`config.mk`:
```
export PLATFORM = sky130hd
export DESIGN_NAME = ppu_mode_sequencer
export DESIGN_NICKNAME = d
export VERILOG_FILES = /design/src/rtl/ppu_pkg.sv /design/src/rtl/ppu_stat_irq.sv /design/src/rtl/ppu_mode_sequencer.sv
export SDC_FILE = /design/constraint.sdc
export NUM_CORES = 1
export LEC_CHECK = 0
export CORE_AREA = 10 10 98 100
export DETAILED_ROUTE_END_ITERATION = 7
export DIE_AREA = 0 0 108 110
export RECOVER_POWER = 50
export SLEW_MARGIN = 25
export SYNTH_ARGS = -nofsm -noshare
export SYNTH_HDL_FRONTEND = slang
export SYNTH_SLANG_ARGS = --single-unit
```
`constraint.sdc`:
```
create_clock -name clk -period 2.9 [get_ports clk]
set_input_delay 0.58 -clock clk [delete_from_list [all_inputs] [get_ports clk]]
set_output_delay 0.58 -clock clk [all_outputs]
set_load 0.02 [all_outputs]
```
`src/rtl/ppu_pkg.sv`:
```
// Shared PPU types and DMG timing defaults for the scanline/frame sequencer.
// STAT mode encoding matches STAT[1:0].
package ppu_pkg;

  typedef enum logic [1:0] {
    MODE_0 = 2'd0,
    MODE_1 = 2'd1,
    MODE_2 = 2'd2,
    MODE_3 = 2'd3
  } ppu_mode_t;

  localparam int DMG_DOTS_PER_LINE = 456;
  localparam int DMG_VISIBLE_LINES = 144;
  localparam int DMG_TOTAL_LINES   = 154;
  localparam int DMG_MODE2_DOTS    = 80;
  localparam int DMG_MODE3_MIN     = 172;
  localparam int DMG_MODE3_MAX     = 289;

  // sel is STAT[6:3] = {lyc, mode2, mode1, mode0}
  function automatic logic stat_line_f(input logic [3:0] sel, input ppu_mode_t mode,
                                       input logic lyc_eq);
    return (lyc_eq & sel[3]) |
           ((mode == MODE_2) & sel[2]) |
           ((mode == MODE_1) & sel[1]) |
           ((mode == MODE_0) & sel[0]);
  endfunction

endpackage

```
`src/rtl/ppu_stat_irq.sv`:
```
// STAT interrupt source combiner with registered rising-edge detect.
// Holding the line high across a source change produces no new request.
module ppu_stat_irq
  import ppu_pkg::*;
(
  input  logic       clk,
  input  logic       rst_n,
  input  logic       en,
  input  logic [3:0] stat_sel,
  input  ppu_mode_t  mode,
  input  logic       lyc_eq,
  output logic       stat_irq
);

  logic stat_line_s;
  logic stat_line_r;
  logic stat_irq_r;

  // Combine selected sources; a stopped display forces the line low
  always_comb begin
    stat_line_s = 1'b0;
    if (en) begin
      stat_line_s = stat_line_f(stat_sel, mode, lyc_eq);
    end else begin
      stat_line_s = 1'b0;
    end
  end

  // Previous line level and one-cycle request on a 0->1 transition
  always_ff @(posedge clk or negedge rst_n) begin
    if (!rst_n) begin
      stat_line_r <= 1'b0;
      stat_irq_r  <= 1'b0;
    end else begin
      stat_line_r <= stat_line_s;
      stat_irq_r  <= stat_line_s & ~stat_line_r;
    end
  end

  assign stat_irq = stat_irq_r;

endmodule

```
`src/rtl/ppu_mode_sequencer.sv`:
```
// Scanline/frame timing engine: dot/LY counters, STAT mode FSM, m2/m3 handshakes
// and VBLANK/STAT interrupt pulses. All outputs come straight from registers.
module ppu_mode_sequencer
  import ppu_pkg::*;
#(
  parameter int DOTS_PER_LINE = DMG_DOTS_PER_LINE,
  parameter int VISIBLE_LINES = DMG_VISIBLE_LINES,
  parameter int TOTAL_LINES   = DMG_TOTAL_LINES,
  parameter int MODE2_DOTS    = DMG_MODE2_DOTS,
  parameter int MODE3_MIN     = DMG_MODE3_MIN,
  parameter int MODE3_MAX     = DMG_MODE3_MAX,
  parameter int LY_W          = 8,
  parameter int DOT_W         = 9
) (
  input  logic             clk,
  input  logic             rst_n,
  input  logic             lcd_en,
  input  logic [3:0]       stat_sel,
  input  logic [LY_W-1:0]  lyc,
  input  logic             m3_done,
  output logic [1:0]       mode,
  output logic [LY_W-1:0]  ly,
  output logic [DOT_W-1:0] dot,
  output logic             m2_start,
  output logic             m3_start,
  output logic             lyc_eq,
  output logic             stat_irq,
  output logic             vblank_irq,
  output logic             frame_done,
  output logic             m3_overrun
);

  localparam logic [DOT_W-1:0] DOT_LAST    = DOT_W'(DOTS_PER_LINE - 1);
  localparam logic [DOT_W-1:0] DOT_M3      = DOT_W'(MODE2_DOTS);
  localparam logic [DOT_W-1:0] DOT_M3_MIN  = DOT_W'(MODE2_DOTS + MODE3_MIN - 1);
  localparam logic [DOT_W-1:0] DOT_M3_MAX  = DOT_W'(MODE2_DOTS + MODE3_MAX - 1);
  localparam logic [LY_W-1:0]  LY_LAST     = LY_W'(TOTAL_LINES - 1);
  localparam logic [LY_W-1:0]  LY_VBLANK   = LY_W'(VISIBLE_LINES);

  ppu_mode_t        mode_r, mode_nxt_s;
  logic [DOT_W-1:0] dot_r, dot_nxt_s;
  logic [LY_W-1:0]  ly_r, ly_nxt_s;
  logic             en_r;
  logic             done_seen_r, done_seen_nxt_s;
  logic             m2_start_r, m2_start_nxt_s;
  logic             m3_start_r, m3_start_nxt_s;
  logic             vblank_irq_r, vblank_irq_nxt_s;
  logic             frame_done_r, frame_done_nxt_s;
  logic             m3_overrun_r, m3_overrun_nxt_s;
  logic             lyc_eq_r;
  logic             stat_en_s;

  // Next-state for counters, mode FSM and event pulses
  always_comb begin
    dot_nxt_s        = dot_r;
    ly_nxt_s         = ly_r;
    mode_nxt_s       = mode_r;
    done_seen_nxt_s  = done_seen_r;
    m2_start_nxt_s   = 1'b0;
    m3_start_nxt_s   = 1'b0;
    vblank_irq_nxt_s = 1'b0;
    frame_done_nxt_s = 1'b0;
    m3_overrun_nxt_s = m3_overrun_r;

    if (!lcd_en) begin
      dot_nxt_s       = '0;
      ly_nxt_s        = '0;
      mode_nxt_s      = MODE_0;
      done_seen_nxt_s = 1'b0;
    end else if (!en_r) begin
      // First enabled cycle always starts a fresh frame in OAM search
      dot_nxt_s       = '0;
      ly_nxt_s        = '0;
      mode_nxt_s      = MODE_2;
      m2_start_nxt_s  = 1'b1;
      done_seen_nxt_s = 1'b0;
    end else begin
      if (dot_r == DOT_LAST) begin
        dot_nxt_s = '0;
        if (ly_r == LY_LAST) begin
          ly_nxt_s = '0;
        end else begin
          ly_nxt_s = ly_r + LY_W'(1);
        end
      end else begin
        dot_nxt_s = dot_r + DOT_W'(1);
        ly_nxt_s  = ly_r;
      end

      frame_done_nxt_s = (dot_nxt_s == DOT_LAST) && (ly_nxt_s == LY_LAST);

      if (dot_r == DOT_LAST) begin
        done_seen_nxt_s = 1'b0;
        if (ly_nxt_s < LY_VBLANK) begin
          mode_nxt_s     = MODE_2;
          m2_start_nxt_s = 1'b1;
        end else if (ly_nxt_s == LY_VBLANK) begin
          mode_nxt_s       = MODE_1;
          vblank_irq_nxt_s = 1'b1;
        end else begin
          mode_nxt_s = mode_r;
        end
      end else begin
        case (mode_r)
          MODE_2: begin
            if (dot_nxt_s == DOT_M3) begin
              mode_nxt_s      = MODE_3;
              m3_start_nxt_s  = 1'b1;
              done_seen_nxt_s = 1'b0;
            end else begin
              mode_nxt_s = mode_r;
            end
          end
          MODE_3: begin
            // Done at the timeout dot itself wins over the overrun branch
            if ((m3_done || done_seen_r) && (dot_r >= DOT_M3_MIN)) begin
              mode_nxt_s      = MODE_0;
              done_seen_nxt_s = 1'b0;
            end else if (dot_r >= DOT_M3_MAX) begin
              mode_nxt_s       = MODE_0;
              m3_overrun_nxt_s = 1'b1;
              done_seen_nxt_s  = 1'b0;
            end else begin
              done_seen_nxt_s = done_seen_r | m3_done;
            end
          end
          default: begin
            mode_nxt_s = mode_r;
          end
        endcase
      end
    end
  end

  // Sequencer state and registered outputs
  always_ff @(posedge clk or negedge rst_n) begin
    if (!rst_n) begin
      en_r         <= 1'b0;
      dot_r        <= '0;
      ly_r         <= '0;
      mode_r       <= MODE_0;
      done_seen_r  <= 1'b0;
      m2_start_r   <= 1'b0;
      m3_start_r   <= 1'b0;
      vblank_irq_r <= 1'b0;
      frame_done_r <= 1'b0;
      m3_overrun_r <= 1'b0;
      lyc_eq_r     <= 1'b0;
    end else begin
      en_r         <= lcd_en;
      dot_r        <= dot_nxt_s;
      ly_r         <= ly_nxt_s;
      mode_r       <= mode_nxt_s;
      done_seen_r  <= done_seen_nxt_s;
      m2_start_r   <= m2_start_nxt_s;
      m3_start_r   <= m3_start_nxt_s;
      vblank_irq_r <= vblank_irq_nxt_s;
      frame_done_r <= frame_done_nxt_s;
      m3_overrun_r <= m3_overrun_nxt_s;
      lyc_eq_r     <= (ly_r == lyc);
    end
  end

  // STAT requests only while the display is actually running
  assign stat_en_s = lcd_en & en_r;

  ppu_stat_irq u_stat_irq (
    .clk      (clk),
    .rst_n    (rst_n),
    .en       (stat_en_s),
    .stat_sel (stat_sel),
    .mode     (mode_r),
    .lyc_eq   (lyc_eq_r),
    .stat_irq (stat_irq)
  );

  assign mode       = mode_r;
  assign ly         = ly_r;
  assign dot        = dot_r;
  assign m2_start   = m2_start_r;
  assign m3_start   = m3_start_r;
  assign lyc_eq     = lyc_eq_r;
  assign vblank_irq = vblank_irq_r;
  assign frame_done = frame_done_r;
  assign m3_overrun = m3_overrun_r;

endmodule

```
=== Word level (Yosys, flattened, before mapping) ===
Cells that the tools add are included.

* Input bits: 16
* Register bits: 29
* Logic and storage cells: 96

* Bitwise logic cells: 13
* Muxes and demuxes: 44
* Reduce and logical (&&, ||, !) cells: 7
* Add/subtract/negate cells: 2
* Equal/unequal tests: 14
* Magnitude comparators: 3

{| class="wikitable"
|+ Operator list
! operator !! number
|-
| $mux W8 || 6
|-
| $mux W9 || 5
|-
| $eq A8 B8 Y1 const B || 3
|-
| $mux W1 || 23
|-
| $eq A9 B9 Y1 const B || 2
|-
| $mux W2 || 8
|-
| $add A9 B1 Y9 const B || 1
|-
| $eq A9 B7 Y1 const B || 1
|-
| $ge A9 B8 Y1 const B || 1
|-
| $ge A9 B9 Y1 const B || 1
|-
| $add A8 B1 Y8 const B || 1
|-
| $eq A8 B8 Y1 || 1
|-
| $lt A8 B8 Y1 const B || 1
|-
| $and A1 B1 Y1 || 6
|-
| $ne A6 B6 Y1 const B || 1
|-
| $reduce_and A6 Y1 || 1
|-
| $ne A5 B2 Y1 const B || 1
|-
| $ne A5 B3 Y1 const B || 1
|-
| $ne A5 B5 Y1 const B || 1
|-
| $eq A2 B2 Y1 const B || 2
|-
| $or A1 B1 Y1 || 4
|-
| $pmux W2 S2 || 1
|-
| $reduce_and A4 Y1 || 1
|-
| $not A1 Y1 || 3
|-
| 6 further kinds || 7
|}

=== Logic depth before layout (Yosys ltp) ===
* Depth in word-level cells: 11
* Gate-level depth with buffers: 9

=== Hierarchy ===
Synthesis repeated with hierarchy kept, for this count alone.

* Cells, all modules: 210
* Area, all modules: 1,953.1 µm²

{| class="wikitable"
|+ Modules (own cells, without submodules)
! module !! cells each !! sequential area each (µm²) !! area each (µm²) !! instances
|-
| ppu_mode_sequencer || 202 || 675.6 || 1,854.3 || 1
|-
| ppu_stat_irq || 8 || 50.0 || 98.8 || 1
|}

=== Worst setup path before layout ===
No wires, ideal clock.

* Kind: register to register
* Start point: register dot_r[3] (netlist: dot[3])
* End point: register mode_r[1] (netlist: mode[1])
* Arrival: 2.390 ns
* Slack: 0.431 ns
* Stages on the path, launching flop included: 10
* Required time: 2.821 ns
* Cell sequence: dfrtp_1 > buf_6 > or4b_4 > or2_1 > buf_6 > o31ai_4 > nand3b_2 > nor4b_4 > a22oi_2 > mux2i_1

* Word-level cells in the longest chain between the ends: 9
* Elaborated cells between the ends (all ways): 25

{| class="wikitable"
|+ RTL lines
! element !! RTL line !! source
|-
| from (decl) || ppu_mode_sequencer.sv:41 || <nowiki>logic [DOT_W-1:0] dot_r, dot_nxt_s;</nowiki>
|-
| from (signal assigned) || ppu_mode_sequencer.sv:151 || <nowiki>dot_r <= dot_nxt_s;</nowiki>
|-
| $eq A9 B9 Y1 || ppu_mode_sequencer.sv:78, ppu_mode_sequencer.sv:92 ||
|-
| $mux W8 || ppu_mode_sequencer.sv:78 || <nowiki>if (dot_r == DOT_LAST) begin</nowiki>
|-
| $mux W8 || ppu_mode_sequencer.sv:70 || <nowiki>end else if (!en_r) begin</nowiki>
|-
| $mux W8 || ppu_mode_sequencer.sv:65 || <nowiki>if (!lcd_en) begin</nowiki>
|-
| $lt A8 B8 Y1 || ppu_mode_sequencer.sv:94 || <nowiki>if (ly_nxt_s < LY_VBLANK) begin</nowiki>
|-
| $mux W2 || ppu_mode_sequencer.sv:94 ||
|-
| $mux W2 || ppu_mode_sequencer.sv:92 || <nowiki>if (dot_r == DOT_LAST) begin</nowiki>
|-
| $mux W2 || ppu_mode_sequencer.sv:70 ||
|-
| $mux W2 || ppu_mode_sequencer.sv:65 ||
|-
| to (signal assigned) || ppu_mode_sequencer.sv:153 || <nowiki>mode_r <= mode_nxt_s;</nowiki>
|-
| to (decl) || ppu_mode_sequencer.sv:40 || <nowiki>ppu_mode_t mode_r, mode_nxt_s;</nowiki>
|}

Parallel ways exist; a longest one is shown, timed or not. The select of a mux whose other input is x is not followed.
A chain may end at the register's enable or synchronous reset.

=== Worst setup path in the final report ===
* Start point: register dot_r[0] (netlist: dot[0])
* End point: register mode_r[1] (netlist: mode[1])

The elaborated chain is that of the path after synthesis.

==> flow_summary_export.csv <==
group,metric,value,unit
finish,diodes,0,
clock_network,clkTransAtPathRegs,60,ps
critical_path,critical_path.startpoint,"dot[0]",
synthesis,syn_area,1850,um^2
grt,top_usage_layer,"met2",
synthesis,yosys_warnings,0,
routing,route.detailed.wl_per_inst,14.5,um
grt,wire_length_of_the_first_global_routing_pass,8400,um
sta,finalHoldViolCount,0,
routing,drt_wl_total,5050,um
critical_path,critical_r2r_launch,"dot[0]",
synthesis,yosys_register_bits,29,
synthesis,asyncSetResetFlopFracSynth,1.00,
grt,grt_util_met1,0.113,
critical_path,worstPathRequired,3110,ps
critical_path,crit_path_end_kind,"flop",
routing,drc,0,
grt,grt_util_all_layers,0.0893,
synthesis,netlist_instances,204,
sta,max_slew_margin_vs_limit,-0.0286,
grt,grt_antenna_before_repair,0,
finish,post-route-util,0.320,
clock_network,cts_max_path_buffers,2,
critical_path,cp_data_arrival_time,2760,ps
hold_path,min-delay-path-class,"flop to flop",
clock_network,clk_latency,280,ps
clock_network,cts_tree,"yes",
finish,post_route_cells_drive_above_1_share,0.0935,
placement,place.detailed.hpwl,3970,um
pwr,total_leakage_power,0.986,nW
sta,final_min_period_over_clock_period,0.880,
grt,grt_overflow_total,0,
pwr,cellPowerDensity,337,nW/um^2
hold_path,holdCritStartpoint,"u_stat_irq.stat_line_r",
floorplanning,row_count,32,
floorplanning,die_h,110,um
pwr,totalPowerFinal,0.826,mW
critical_path,timing_worst_setup_path_type,"flop to flop",
routing,routed-via-count,1609,
sta,timing_max_transition_violations_final,30,
synthesis,postSynthNetCount,224,
placement,io_buffer_count,41,
sta,fin_setup_tns,0,ps
routing,first_iter_violations,72,
grt,gr-usage-met3,0.0400,
run_status,run_status,"complete, but fails checks",
synthesis,seq_area_frac_synth,0.392,
clock_network,htree_num_levels,2,
routing,via_cell_ratio,4.62,
finish,syn2layout_area_growth,32.3,%
synthesis,dominantRegCellSynth,"sky130_fd_sc_hd__dfrtp_1",
floorplanning,design.portCount,42,
sta,timing.final.crit_period,2550,ps
routing,first_pass_iters,4,
clock_network,cts_repair_resize_count,0,
sta,finalSetupViolCount,0,
clock_network,cts.repair_timing.setup_buffer_count,0,
clock_network,cts.sink_count,29,
clock_network,post_cts_hold_buffer_count,0,
floorplanning,die_area,11900,um^2
clock_network,cts-root-buf,"sky130_fd_sc_hd__clkbuf_8",
finish,finish.net_count,266,
sta,worst_clock_skew,3.00,ps
sta,grt_setup_unrepaired,"false",
synthesis,netlist-cell-type-count,53,
floorplanning,floorplan.initialDensity,0.242,
grt,largest_net_degree_at_the_start_of_global_routing,30,
synthesis,post_synth.cell_area_avg,9.07,um^2
finish,fill_cells,818,
floorplanning,core-area,7650,um^2
clock_network,tritoncts.num_buffers,5,
critical_path,start_kind,"flop",
grt,grt.met2_usage,0.133,
run_status,failing_checks,"max-capacitance violations, max-slew violations",
sta,worst_pin_slew,1540,ps
grt,first_global_vias,1607,
synthesis,synth_enable_flop_cells,0,
pwr,vdd_ir_drop_max,0.151,mV
job,cap_violations,1,
routing,detail-route-antenna-nets,0,
critical_path,timing.critical_path.fanout_max,9,
sta,achievable-frequency,392,MHz
placement,last_weighted_congestion_value_of_the_routability_driven_placer,0.876,
floorplanning,die_w,108,um
## synth_stat cells, types with 2 or more instances
cell type | number | area share
sky130_fd_sc_hd__or3_1 | 2 | 0.0068
sky130_fd_sc_hd__ha_1 | 4 | 0.027
sky130_fd_sc_hd__nand4_1 | 6 | 0.020
sky130_fd_sc_hd__xor2_1 | 3 | 0.014
sky130_fd_sc_hd__a211oi_1 | 2 | 0.0081
sky130_fd_sc_hd__buf_2 | 3 | 0.0081
sky130_fd_sc_hd__and3_1 | 2 | 0.0068
sky130_fd_sc_hd__o21ai_0 | 7 | 0.019
sky130_fd_sc_hd__a31oi_1 | 3 | 0.010
sky130_fd_sc_hd__nand3b_1 | 2 | 0.0081
sky130_fd_sc_hd__nor4_1 | 2 | 0.0068
sky130_fd_sc_hd__mux2_2 | 2 | 0.012
sky130_fd_sc_hd__nor2b_1 | 7 | 0.024
sky130_fd_sc_hd__a21oi_1 | 9 | 0.024
sky130_fd_sc_hd__nor2_1 | 27 | 0.055
sky130_fd_sc_hd__dfrtp_1 | 29 | 0.39
sky130_fd_sc_hd__xnor2_1 | 13 | 0.062
sky130_fd_sc_hd__inv_1 | 6 | 0.012
sky130_fd_sc_hd__and2_1 | 3 | 0.010
sky130_fd_sc_hd__nand3_1 | 10 | 0.027
sky130_fd_sc_hd__mux2i_1 | 2 | 0.011
sky130_fd_sc_hd__buf_6 | 2 | 0.012
sky130_fd_sc_hd__nor3_1 | 6 | 0.016
sky130_fd_sc_hd__clkbuf_1 | 7 | 0.014
sky130_fd_sc_hd__nand2_1 | 17 | 0.034
## sequential cells by signal (all words and copies together) (netlist names)
name / flops
m3_start: 1
frame_done: 1
lyc_eq: 1
en_r: 1
vblank_irq: 1
m3_overrun: 1
ly: 8
u_stat_irq.stat_irq: 1
u_stat_irq.stat_line_r: 1
mode: 2
dot: 9
m2_start: 1
done_seen_r: 1
## path summary, 6_finish.rpt
check / end / slack, ps / depth (start not counted)
max in group asynchronous: ly[4] / 790 / 2
max: mode[1] / 350 / 8
min reg2reg: u_stat_irq.stat_irq / 390 / 1
min in group asynchronous: dot[5] / 1210 / 2
min: u_stat_irq.stat_irq / 390 / 1
max reg2reg: mode[1] / 350 / 8
## layer usage
| layer | routed length, um | vias up |
|---|---|---|
| met5 | 0 | - |
| met4 | 42 | 0 |
| met3 | 380 | 6 |
| met2 | 2270 | 41 |
| met1 | 2360 | 754 |
| li1 | - | 808 |
## layout make-up
cell class,count,area [um^2],area share
Multi-Input combinational cell,157,1040,0.424
Inverter,6,22.5,0.00920
Tap cell,102,128,0.0521
Clock buffer,7,86.3,0.0353
Timing Repair Buffer,47,448,0.183
Sequential cell,29,726,0.296
## stage by stage
| stage | cells | hold WS, ps | setup slack [ps] | area, um^2 |
|---|---|---|---|---|
| 2_1_floorplan | 204 | 284 | 431 | 1850 |
| 3_3_place_gp | 341 | 381 | 470 | 2370 |
| 3_5_place_dp | 341 | 388 | 374 | 2370 |
| 4_1_cts | 348 | 396 | 345 | 2460 |
| 5_1_grt | 348 | 406 | 43.7 | 2450 |
| 6_report | 348 | 393 | 347 | 2450 |
## power breakdown
group	internal, mW	total, mW	leakage [nW]	switching [mW]
clock	0.188	0.331	0.0443	0.143
sequential	0.411	0.419	0.397	0.00789
combinational	0.0381	0.0759	0.544	0.0378
## cells by family (layout without fill, tap and decap cells)
kind of cell / after synthesis / count (layout) / share of synthesized area
adders and majority gates: 4 / 4 / 0.0270
xor gates and xnor gates: 16 / 16 / 0.0757
buffers and inverters: 18 / 60 / 0.0467
muxes: 4 / 4 / 0.0230
and+or+nand+nor: 95 / 95 / 0.283
DFF: 29 / 29 / 0.392
AOI/OAI and AO/OA: 38 / 38 / 0.153
## worst max-delay path: stages, from the launching register on
cell                       delay (ps)
sky130_fd_sc_hd__dfrtp_1          490
sky130_fd_sc_hd__ha_1             330
sky130_fd_sc_hd__nand4_1          230
sky130_fd_sc_hd__or2_1            410
sky130_fd_sc_hd__o31ai_4          350
sky130_fd_sc_hd__nand3b_2         130
sky130_fd_sc_hd__nor4b_4          160
sky130_fd_sc_hd__a22oi_2          200
sky130_fd_sc_hd__mux2i_1          190
## cell usage in the layout (no fill, tap or decap), types with 2 or more instances in the layout
cell type / Yosys / layout
sky130_fd_sc_hd__clkbuf_8: 0 / 6
sky130_fd_sc_hd__and2_1: 3 / 3
sky130_fd_sc_hd__dfrtp_1: 29 / 29
sky130_fd_sc_hd__a211oi_1: 2 / 2
sky130_fd_sc_hd__nor2_1: 27 / 27
sky130_fd_sc_hd__nor4_1: 2 / 2
sky130_fd_sc_hd__a21oi_1: 9 / 9
sky130_fd_sc_hd__clkbuf_1: 7 / 3
sky130_fd_sc_hd__nand3_1: 10 / 10
sky130_fd_sc_hd__mux2_2: 2 / 2
sky130_fd_sc_hd__a31oi_1: 3 / 3
sky130_fd_sc_hd__nor3_1: 6 / 6
sky130_fd_sc_hd__nand4_1: 6 / 6
sky130_fd_sc_hd__o21ai_0: 7 / 7
sky130_fd_sc_hd__clkdlybuf4s50_1: 0 / 32
sky130_fd_sc_hd__or3_1: 2 / 2
sky130_fd_sc_hd__buf_4: 0 / 4
sky130_fd_sc_hd__ha_1: 4 / 4
sky130_fd_sc_hd__xor2_1: 3 / 3
sky130_fd_sc_hd__and3_1: 2 / 2
sky130_fd_sc_hd__nand3b_1: 2 / 2
sky130_fd_sc_hd__nor2b_1: 7 / 7
sky130_fd_sc_hd__dlygate4sd3_1: 0 / 9
sky130_fd_sc_hd__nand2_1: 17 / 17
sky130_fd_sc_hd__xnor2_1: 13 / 13
sky130_fd_sc_hd__inv_1: 6 / 6
sky130_fd_sc_hd__mux2i_1: 2 / 2
Note: power is estimated with default switching activity, not from simulation.
